### src/rtl/tdm_demux_1x8.sv
// Receive-side 1-to-8 TDM demultiplexer with hunt/lock framing.
// One bit per valid beat lands in a per-slot cell; the frame is published on Y at slot 7.

module tdm_slot_cell #(
  parameter bit LAST = 1'b0
) (
  input  logic clk,
  input  logic rst_n,
  input  logic wr,
  input  logic load,
  input  logic d,
  output logic y
);
  logic shadow;
  logic src;

  // The final slot publishes straight from the line; its shadow bit never feeds Y.
  assign src = LAST ? d : shadow;

  always_ff @(posedge clk or negedge rst_n) begin
    if (!rst_n) begin
      shadow <= 1'b0;
      y      <= 1'b0;
    end else begin
      if (wr)   shadow <= d;
      if (load) y      <= src;
    end
  end
endmodule

module tdm_demux_1x8 (
  input  logic       clk,
  input  logic       rst_n,
  input  logic       din,
  input  logic       din_valid,
  input  logic       fsync,
  output logic [7:0] Y,
  output logic       frame_valid,
  output logic [2:0] sel,
  output logic       locked,
  output logic       sync_err
);
  localparam int NUM_SLOTS = 8;

  typedef enum logic {HUNT = 1'b0, LOCK = 1'b1} state_t;

  typedef struct packed {
    logic vld;
    logic sync;
    logic bit_d;
  } beat_t;

  state_t                 state, state_nxt;
  beat_t                  beat;
  logic [2:0]             sel_nxt;
  logic [NUM_SLOTS-1:0]   wr;
  logic                   load;
  logic                   fv_nxt;
  logic                   err_nxt;

  assign beat = '{vld: din_valid, sync: fsync, bit_d: din};

  always_ff @(posedge clk or negedge rst_n) begin
    if (!rst_n) begin
      state       <= HUNT;
      sel         <= 3'd0;
      frame_valid <= 1'b0;
      sync_err    <= 1'b0;
    end else begin
      state       <= state_nxt;
      sel         <= sel_nxt;
      frame_valid <= fv_nxt;
      sync_err    <= err_nxt;
    end
  end

  always_comb begin
    state_nxt = state;
    sel_nxt   = sel;
    wr        = '0;
    load      = 1'b0;
    fv_nxt    = 1'b0;
    err_nxt   = 1'b0;
    if (beat.vld) begin
      unique case (state)
        HUNT: begin
          // Non-sync beats are dropped silently while hunting.
          if (beat.sync) begin
            wr[0]     = 1'b1;
            sel_nxt   = 3'd1;
            state_nxt = LOCK;
          end
        end
        LOCK: begin
          if (beat.sync) begin
            // A sync anywhere but slot 0 restarts the frame and is flagged.
            err_nxt = (sel != 3'd0);
            wr[0]   = 1'b1;
            sel_nxt = 3'd1;
          end else if (sel == 3'd0) begin
            err_nxt   = 1'b1;
            state_nxt = HUNT;
          end else if (sel == 3'd7) begin
            load    = 1'b1;
            fv_nxt  = 1'b1;
            sel_nxt = 3'd0;
          end else begin
            wr[sel] = 1'b1;
            sel_nxt = sel + 3'd1;
          end
        end
        default: state_nxt = HUNT;
      endcase
    end
  end

  assign locked = (state == LOCK);

  for (genvar i = 0; i < NUM_SLOTS; i++) begin : g_slot
    tdm_slot_cell #(.LAST(i == NUM_SLOTS - 1)) u_cell (
      .clk   (clk),
      .rst_n (rst_n),
      .wr    (wr[i]),
      .load  (load),
      .d     (beat.bit_d),
      .y     (Y[i])
    );
  end
endmodule
### config.mk
export PLATFORM = sky130hd
export DESIGN_NAME = tdm_demux_1x8
export DESIGN_NICKNAME = d
export VERILOG_FILES = /design/src/rtl/tdm_demux_1x8.sv
export SDC_FILE = /design/constraint.sdc
export NUM_CORES = 1
export LEC_CHECK = 0
export ABC_AREA = 1
export CAP_MARGIN = 20
export CORE_AREA = 4 4 51 53
export CTS_CLUSTER_DIAMETER = 200
export DETAILED_ROUTE_END_ITERATION = 7
export DIE_AREA = 0 0 55 57
export GPL_TIMING_DRIVEN = 0
export PLACE_DENSITY = 0.87
export SETUP_SLACK_MARGIN = 0.05
export SLEW_MARGIN = 10
export SYNTH_ARGS = -nofsm -noshare
export SYNTH_HDL_FRONTEND = slang
export SYNTH_SLANG_ARGS = --single-unit
### constraint.sdc
create_clock -name clk -period 2.2 [get_ports clk]
set_input_delay 0.55 -clock clk [delete_from_list [all_inputs] [get_ports clk]]
set_output_delay 0.55 -clock clk [all_outputs]
set_load 0.01 [all_outputs]
==> qor.txt, run 1 <==
# IOs -> 19
final-report setup violation count -> 0
cells along the critical path -> clkdlybuf4s50_1
total global routing overflow -> 0
leakage power summed over all cells -> 0.679 nW
largest net degree at the start of global routing -> 22
highest attainable clock frequency -> 508 MHz
Comb pwr share -> 0.370
fraction of layout cells with a size suffix above 1 -> 0.149
number of buffers inserted to repair setup after CTS -> 0
Reg clk slew, reported paths -> 0.10 ns
Switching Power -> 0.411 mW
initial antenna violation count -> 0
kind of start point of the critical path -> flop
Clock Sink Count -> 21
Met3 Wirelength -> 90 um
Die H -> 57 um
Crit path max-delay family -> buffers and inverters
slowest cell on the critical path -> clkdlybuf4s50_1
area taken by multi-input logic gates -> 425 sq um
area of the mapped netlist -> 1070 sq um
overall routed net length -> 1860 um
diode count -> 0
Post-Syn Area per Cell -> 8.53 sq um
category of the critical setup timing path -> reg2out
# resized after CTS -> 0
synthesized net count -> 136
synthesis-to-finish area growth -> 22.5%
commonest non-fill, non-tap cells in the layout -> nand2_1 (44), dfrtp_1 (21), clkdlybuf4s50_1 (18)
met2 wire length -> 913 um
clock buffer depth -> 2
hold bufs inserted after CTS -> 0
count of nets after finishing -> 159
final-layout setup total negative slack -> 0 ns
Starting Density -> 0.500
unrepaired setup endpoints after global routing -> false
Total GRT Usage -> 0.143
switching share of power -> 0.366
logic depth of the worst path, buffers included -> 1
clock latency at the later pin of the worst-skew pair -> 0.29 ns
largest fanout on the critical path -> 9
Slew Limit Fails -> 0
number of global-route vias before repair -> 791
minimum clock period -> 1.97 ns
length in cells of the worst reg-to-reg path -> 8
clock tree from TritonCTS -> built
wire length per cell -> 10.5 um
first drt pass iteration count -> 4
flop-to-flop setup slack -> 0.56 ns
wire length of the first global-routing pass -> 3310 um
final weighted congestion of routability-driven global placement -> 0.851
filler instances -> 197
first-iteration detailed-routing DRC count -> 13
total number of yosys warnings -> 0
uppermost routed layer -> met4
post-synthesis sequential area ratio -> 0.489
total clock buffers created by CTS -> 3
cell at the root of the clock tree -> clkbuf_4
Cell variety after synth -> 17
dpl hpwl -> 1460 um
DR DRC count -> 0
area of placed instances -> 1290 sq um
most common library cell in the layout ignoring fill and taps -> nand2_1
CORE AREA -> 2150 sq um
largest stage delay on the critical path -> 0.60 ns
peak ir drop on the vdd network -> 0.472 mV
part of the total power dissipated in sequential elements -> 0.474
Total Die Area -> 3140 sq um
PwrDens -> 852 nW/um^2
post-route design area -> 1320 sq um
count of mapped cells out of synthesis -> 126
Rows -> 17
CP endpoint kind -> output pin
sequential standard cell area -> 526 sq um
transition at the pin with the smallest max-transition slack -> 0.879 ns
detail-routed via count per cell -> 4.84
outcome -> completed
path category of the worst min-delay check -> reg2reg
part of the power in the clock network -> 0.156
ANT nets after route -> 0
flip-flop and latch count after synthesis -> 21
IO buf count -> 18
worst max-slew margin expressed relative to the limit -> 0.412
Internal Power -> 0.711 mW
vias post-DR -> 852
final clock period utilization by the worst path -> 0.895
count of maximum capacitance violations -> 0
H-tree levels -> 1
floorplan die width -> 55 um
data arrival time of the critical path -> 1.42 ns
wl on met1 -> 817 um
worst endpoint required time -> 1.65 ns
Clock Skew -> 0.00130 ns
cell depth of the worst hold path -> 2
Buf+Inv Stages, Crit Path -> 1
Hold Vio Cnt, Final -> 0
-- metal layers --
| layer | GRT usage | vias up |
|---|---|---|
| li1 | - | 431 |
| met3 | 0.0261 | 4 |
| met1 | 0.189 | 397 |
| met5 | 0 | - |
| met4 | 0.0694 | 0 |
| met2 | 0.221 | 20 |
-- final timing paths --
kind | to | from
setup / recovery | sel[2] | sel[2]
setup reg to reg | g_slot[4].u_cell.shadow | sel[0]
hold / removal | g_slot[0].u_cell.shadow | g_slot[0].u_cell.shadow
hold reg to reg | g_slot[0].u_cell.shadow | g_slot[0].u_cell.shadow
min in group asynchronous | g_slot[5].u_cell.y | rst_n
max in group asynchronous | sel[1] | rst_n
-- worst min-delay path, stage by stage (launching register included) --
cell     delay (ns)
dfrtp_1        0.36
nand2_1        0.05
nand2_1        0.04
-- layout make-up --
type	instances	share of cell area
sequential	21	0.399
timing repair buffer	18	0.137
clock buffer	4	0.0200
buffer	9	0.0542
tap	28	0.0266
inverter	14	0.0399
multi-input combinational	82	0.323
-- registers in the layout (all words and copies together) (netlist names) --
register              count
sel                       3
locked                    1
frame_valid               1
g_slot.u_cell.y           8
g_slot.u_cell.shadow      7
sync_err                  1
-- synthesized netlist by cell type --
cell      n  share of area
o21ai_0   5          0.023
inv_2     1         0.0035
nand3_2   1         0.0093
a22oi_1   1         0.0070
buf_4     8          0.056
nor2_1    7          0.024
buf_6     1          0.010
o21ai_2   4          0.033
o21ai_1   2         0.0093
nor2_4    2          0.021
inv_1    13          0.045
ha_1      5          0.058
nand4_1   3          0.017
nand2_1  44           0.15
nand3_1   6          0.028
dfrtp_1  21           0.49
nor2_2    2          0.012
-- power by group through the flow --
stage / combinational [mW] / sequential, mW / clock (mW)
floorplan: 0.259 / 0.536 / 0
global placement: 0.398 / 0.533 / 0
detailed placement: 0.413 / 0.535 / 0
CTS: 0.417 / 0.530 / 0.184
global route: 0.477 / 0.541 / 0.202
finish: 0.415 / 0.531 / 0.175
-- per-stage QoR --
stage	power, mW	utilization	instances	hold slack (ns)	worst slack, ns
after global routing	1.22	0.613	176	0.505	0.159
after detailed placement	0.948	0.600	172	0.458	0.356
after global placement	0.932	0.600	172	0.457	0.405
after floorplan	0.795	-	126	0.254	0.693
final	1.12	0.613	176	0.478	0.230
after CTS	1.13	0.613	176	0.485	0.215
-- logic make-up (layout without fill, tap and decap cells) --
family / count (synthesis) / after routing / synth area share
and+or+nand+nor: 65 / 65 / 0.265
buffers and inverters: 23 / 45 / 0.115
DFF: 21 / 21 / 0.489
AOI/OAI and AO/OA: 12 / 12 / 0.0722
adders and majority gates: 5 / 5 / 0.0582
No activity file was read; power rests on OpenSTA's default activity.
==> run 2: changes to the inputs <==
--- a/config.mk
+++ b/config.mk
@@ -13,6 +13,7 @@
 export DIE_AREA = 0 0 55 57
 export GPL_TIMING_DRIVEN = 0
 export PLACE_DENSITY = 0.87
+export RECOVER_POWER = 25
 export SETUP_SLACK_MARGIN = 0.05
 export SLEW_MARGIN = 10
 export SYNTH_ARGS = -nofsm -noshare
==> qor.txt, run 2 (synthesis results as in run 1) <==
category of the critical setup timing path -> reg2out
IO buf count -> 18 (unchanged)
Reg clk slew, reported paths -> 0.10 ns (about the same)
number of buffers inserted to repair setup after CTS -> 0 (unchanged)
count of nets after finishing -> 159 (unchanged)
Starting Density -> 0.500 (unchanged)
commonest non-fill, non-tap cells in the layout -> nand2_1 (44), dfrtp_1 (21), clkdlybuf4s50_1 (16)
worst endpoint required time -> 1.65 ns (about the same)
overall routed net length -> 1860 um (+0.16%)
CP endpoint kind -> output pin
diode count -> 0 (unchanged)
clock buffer depth -> 2 (unchanged)
Total GRT Usage -> 0.143 (unchanged)
# IOs -> 19 (unchanged)
initial antenna violation count -> 0 (unchanged)
Clock Sink Count -> 21 (unchanged)
vias post-DR -> 853 (+0.12%)
ANT nets after route -> 0 (unchanged)
DR DRC count -> 0 (unchanged)
most common library cell in the layout ignoring fill and taps -> nand2_1
total clock buffers created by CTS -> 3 (unchanged)
first-iteration detailed-routing DRC count -> 20 (+7)
PwrDens -> 855 nW/um^2 (+0.39%)
data arrival time of the critical path -> 1.42 ns (about the same)
transition at the pin with the smallest max-transition slack -> 0.899 ns (+0.0198 ns)
Worst Hold Slack -> 0.477 ns (-0.000845 ns)
non-filler instance count after layout -> 176 (unchanged)
highest attainable clock frequency -> 509 MHz (+0.24%)
CORE AREA -> 2150 sq um (unchanged)
Slew Limit Fails -> 0 (unchanged)
detail-routed via count per cell -> 4.85 (+0.12%)
H-tree levels -> 1 (unchanged)
path category of the worst min-delay check -> reg2reg
cell at the root of the clock tree -> clkbuf_4
slowest cell on the critical path -> clkdlybuf4s50_1
hold bufs inserted after CTS -> 0 (unchanged)
wire length per cell -> 10.6 um (+0.16%)
unrepaired setup endpoints after global routing -> false
kind of start point of the critical path -> flop
clock latency at the later pin of the worst-skew pair -> 0.29 ns (about the same)
dpl hpwl -> 1460 um (unchanged)
count of maximum capacitance violations -> 0 (unchanged)
total global routing overflow -> 0 (unchanged)
Largest regs -> g_slot.u_cell.y (8), g_slot.u_cell.shadow (7), sel (3)
minimum clock period -> 1.97 ns (-0.00470 ns)
leakage power summed over all cells -> 0.672 nW (-1.1%)
outcome -> completed
cells along the critical path -> clkdlybuf4s50_1
number of global-route vias before repair -> 791 (unchanged)
largest stage delay on the critical path -> 0.60 ns (about the same)
Hold Vio Cnt, Final -> 0 (unchanged)
# resized after CTS -> 0 (unchanged)
Die H -> 57 um (unchanged)
largest net degree at the start of global routing -> 22 (unchanged)
largest fanout on the critical path -> 9 (unchanged)
fraction of layout cells with a size suffix above 1 -> 0.115 (-0.0338)
final clock period utilization by the worst path -> 0.893 (-0.00214)
Rows -> 17 (unchanged)
Buf+Inv Stages, Crit Path -> 1 (unchanged)
floorplan die width -> 55 um (unchanged)
largest reg by FF count -> g_slot.u_cell.y
wire length of the first global-routing pass -> 3310 um (unchanged)
number of cells after detailed placement -> 172 (unchanged)
first drt pass iteration count -> 4 (unchanged)
final-report setup violation count -> 0 (unchanged)
clock tree from TritonCTS -> built
synthesis-to-finish area growth -> 19.6%
Crit path max-delay family -> buffers and inverters
number of flip-flops in the largest register -> 8 (unchanged)
worst max-slew margin expressed relative to the limit -> 0.399 (-0.0133)
Clock Skew -> 0.00422 ns (+0.00292 ns)
Total Die Area -> 3140 sq um (unchanged)
final-layout setup total negative slack -> 0 ns (unchanged)
final weighted congestion of routability-driven global placement -> 0.851 (unchanged)
peak ir drop on the vdd network -> 0.472 mV (about the same)
[run 2: cell types whose count changed in the layout (fill, tap and decap cells not counted), sizes merged]
cell,delta
buf,-1
clkbuf,+1
clkdlybuf4s50,-2
dlygate4sd3,+2
[run 2: worst paths after layout]
path,startpoint,end,slack [ns],depth (start not counted)
setup reg to reg,sel[0],g_slot[1].u_cell.y,0.56,6
hold / removal,g_slot[0].u_cell.shadow,g_slot[0].u_cell.shadow,0.48,2
setup / recovery,sel[2],sel[2],0.23,1
hold reg to reg,g_slot[0].u_cell.shadow,g_slot[0].u_cell.shadow,0.48,2
min in group asynchronous,rst_n,g_slot[5].u_cell.y,0.82,1
max in group asynchronous,rst_n,sel[1],0.83,1
[run 2: power breakdown]
part	switching, mW	internal, mW
Combinational	0.225	0.170
Clock	0.103	0.0705
Sequential	0.0655	0.464
Total	0.394	0.705
[run 2: layout make-up]
type / count / area [sq um]
fillers: 205 / 863
flip-flops and latches: 21 / 526
multi-input cells: 82 / 402
repair buffers: 18 / 180
plain buffers: 9 / 63.8
inverters: 14 / 52.6
well taps: 28 / 35.0
clock buffers: 4 / 26.3
[run 2: through the flow]
stage	setup slack, ns	util	total power [mW]	area, sq um
floorplan	0.693	-	0.795	1070
global placement	0.405	0.600	0.932	1290
detailed placement	0.356	0.600	0.948	1290
CTS	0.215	0.613	1.13	1320
global route	0.159	0.598	1.20	1280
finish	0.235	0.598	1.10	1280
[run 2: layer usage]
layer  vias up  global-route usage  part of all wire
met5         -                   0                 0
met4         0              0.0694             0.019
met3         4              0.0261             0.056
met2        26               0.221              0.50
met1       394               0.189              0.43
li1        429                   -                 -
==> run 3: changes to the inputs <==
--- a/config.mk
+++ b/config.mk
@@ -7,12 +7,12 @@
 export LEC_CHECK = 0
 export ABC_AREA = 1
 export CAP_MARGIN = 20
-export CORE_AREA = 4 4 51 53
+export CORE_AREA = 4 4 61 63
 export CTS_CLUSTER_DIAMETER = 200
 export DETAILED_ROUTE_END_ITERATION = 7
-export DIE_AREA = 0 0 55 57
-export GPL_TIMING_DRIVEN = 0
-export PLACE_DENSITY = 0.87
+export DIE_AREA = 0 0 65 67
+export GPL_TIMING_DRIVEN = 1
+export PLACE_DENSITY = 0.66
 export RECOVER_POWER = 25
 export SETUP_SLACK_MARGIN = 0.05
 export SLEW_MARGIN = 10
==> qor.txt, run 3 (synthesis results as in run 1) <==
post-route design area -> 1270 sq um (-0.97%)
Rows -> 21 (+4)
Buf+Inv Stages, Crit Path -> 1 (unchanged)
Total GRT Usage -> 0.105 (-0.0384)
flop-to-flop setup slack -> 0.54 ns (-0.02 ns)
leakage power summed over all cells -> 0.634 nW (-5.6%)
clock latency at the later pin of the worst-skew pair -> 0.31 ns (+0.02 ns)
Internal Power -> 0.701 mW (-0.57%)
Clock Sink Count -> 21 (unchanged)
Starting Density -> 0.333 (-0.168)
area of placed instances -> 1250 sq um (-3.2%)
largest reg by FF count -> g_slot.u_cell.y
CP endpoint kind -> output pin
length in cells of the worst reg-to-reg path -> 8 (+2)
ANT nets after route -> 0 (unchanged)
clock tree from TritonCTS -> built
cells along the critical path -> clkdlybuf4s50_1
Switching Power -> 0.431 mW (+9.2%)
most common library cell in the layout ignoring fill and taps -> nand2_1
path category of the worst min-delay check -> reg2reg
vias post-DR -> 823 (-3.5%)
worst max-slew margin expressed relative to the limit -> 0.269 (-0.130)
# IOs -> 19 (unchanged)
part of the power in the clock network -> 0.169 (+0.011)
transition at the pin with the smallest max-transition slack -> 1.10 ns (+0.198 ns)
largest fanout on the critical path -> 9 (unchanged)
diode count -> 0 (unchanged)
Hold Vio Cnt, Final -> 0 (unchanged)
DR DRC count -> 0 (unchanged)
Global Route met3 Usage -> 0.0371 (+0.0110)
Crit path max-delay family -> buffers and inverters
number of global-route vias before repair -> 824 (+4.2%)
total clock buffers created by CTS -> 3 (unchanged)
dpl hpwl -> 1510 um (+4.1%)
overall routed net length -> 1980 um (+6.5%)
cell depth of the worst hold path -> 2 (unchanged)
PwrDens -> 889 nW/um^2 (+3.9%)
count of maximum capacitance violations -> 0 (unchanged)
first-iteration detailed-routing DRC count -> 40 (+100%)
Die H -> 67 um (+18%)
IO buf count -> 18 (unchanged)
clock buffer depth -> 2 (unchanged)
number of buffers inserted to repair setup after CTS -> 0 (unchanged)
unrepaired setup endpoints after global routing -> false
data arrival time of the critical path -> 1.44 ns (+0.02 ns)
# resized after CTS -> 0 (unchanged)
kind of start point of the critical path -> flop
worst reg2reg endpoint -> g_slot[4].u_cell.shadow
hold bufs inserted after CTS -> 0 (unchanged)
startpoint of the lowest-slack register-to-register path -> sel[0]
Largest regs -> g_slot.u_cell.y (8), g_slot.u_cell.shadow (7), sel (3)
Comb pwr share -> 0.360 (about the same)
Total Die Area -> 4360 sq um (+39%)
commonest non-fill, non-tap cells in the layout -> nand2_1 (44), dfrtp_1 (21), clkdlybuf4s50_1 (17)
CORE AREA -> 3230 sq um (+50%)
final-layout setup total negative slack -> 0 ns (unchanged)
H-tree levels -> 1 (unchanged)
count of nets after finishing -> 151 (-5.0%)
part of the total power dissipated in sequential elements -> 0.470 (-0.012)
category of the critical setup timing path -> reg2out
cell at the root of the clock tree -> clkbuf_4
final clock period utilization by the worst path -> 0.904 (+0.0103)
first drt pass iteration count -> 4 (unchanged)
slowest cell on the critical path -> clkdlybuf4s50_1
largest stage delay on the critical path -> 0.60 ns (about the same)
number of flip-flops in the largest register -> 8 (unchanged)
met2 demand-to-capacity share in global routing -> 0.185 (-0.0361)
Slew Limit Fails -> 0 (unchanged)
minimum clock period -> 1.99 ns (+0.0226 ns)
initial antenna violation count -> 0 (unchanged)
synthesis-to-finish area growth -> 18.4%
layer with the highest usage -> met2
M1 GR Usage -> 0.119 (-0.0695)
total global routing overflow -> 0 (unchanged)
highest attainable clock frequency -> 503 MHz (-1.1%)
worst endpoint required time -> 1.65 ns (about the same)
switching share of power -> 0.381 (+0.0218)
Clock Skew -> 0.00661 ns (+0.00239 ns)
largest net degree at the start of global routing -> 22 (unchanged)
wire length of the first global-routing pass -> 3530 um (+6.7%)
fraction of layout cells with a size suffix above 1 -> 0.100 (-0.0149)
worst hold path startpoint -> g_slot[5].u_cell.y
Worst Hold Slack -> 0.492 ns (+0.0147 ns)
final weighted congestion of routability-driven global placement -> 0.904 (+6.3%)
final-report setup violation count -> 0 (unchanged)
floorplan die width -> 65 um (+18%)
peak ir drop on the vdd network -> 0.428 mV (-9.3%)
worst-case hold path end point -> g_slot[5].u_cell.y
outcome -> completed
detail-routed via count per cell -> 4.42 (-8.7%)
wire length per cell -> 10.6 um (+0.73%)
Reg clk slew, reported paths -> 0.13 ns (+0.03 ns)
run 3: worst register-to-register path: cells and delay by family, from the launching register on:
| family | cells | cell delay [ns] |
|---|---|---|
| flops | 1 | 0.46 |
| fa+ha+maj | 2 | 0.44 |
| simple gates | 4 | 0.51 |
| compound gates | 1 | 0.07 |
| buf+inv | 1 | 0.08 |
run 3: layer usage:
metal  wire (um)  vias up  share of wire
met5           0        -              0
met4          13        0         0.0066
met3         122        2          0.062
met2         908       21           0.46
met1         934      383           0.47
li1            -      417              -
run 3: power by group through the flow:
stage	Sequential, mW	Combinational [mW]	Clock, mW
after detailed placement	0.539	0.415	0
after floorplan	0.536	0.259	0
after global placement	0.537	0.398	0
after global routing	0.543	0.467	0.210
after CTS	0.532	0.418	0.198
final	0.532	0.408	0.192
run 3: per-stage QoR:
stage	std cells	util	total power [mW]	setup slack [ns]
2_1_floorplan	126	-	0.795	0.693
3_3_place_gp	182	0.386	0.936	0.319
3_5_place_dp	182	0.386	0.954	0.295
4_1_cts	186	0.395	1.15	0.207
5_1_grt	186	0.394	1.22	0.153
6_report	186	0.394	1.13	0.212
run 3: cell type report:
class / count / area [sq um]
clock buffer: 3 / 22.5
clock inverter: 1 / 5.00
fill: 338 / 1960
inverter: 14 / 52.6
multi-input combinational: 82 / 425
sequential: 21 / 526
tap: 46 / 57.6
timing repair buffer: 19 / 184
run 3: worst max-delay path by stage:
| stage | cells past startpoint | from | to |
|---|---|---|---|
| CTS | 1 | sel[2] | sel[2] |
| detailed placement | 6 | fsync | g_slot[0].u_cell.y |
| finish | 1 | sel[2] | sel[2] |
| global placement | 6 | fsync | g_slot[0].u_cell.y |
| global route | 1 | sel[2] | sel[2] |
| floorplan | 8 | sel[0] | g_slot[4].u_cell.shadow |
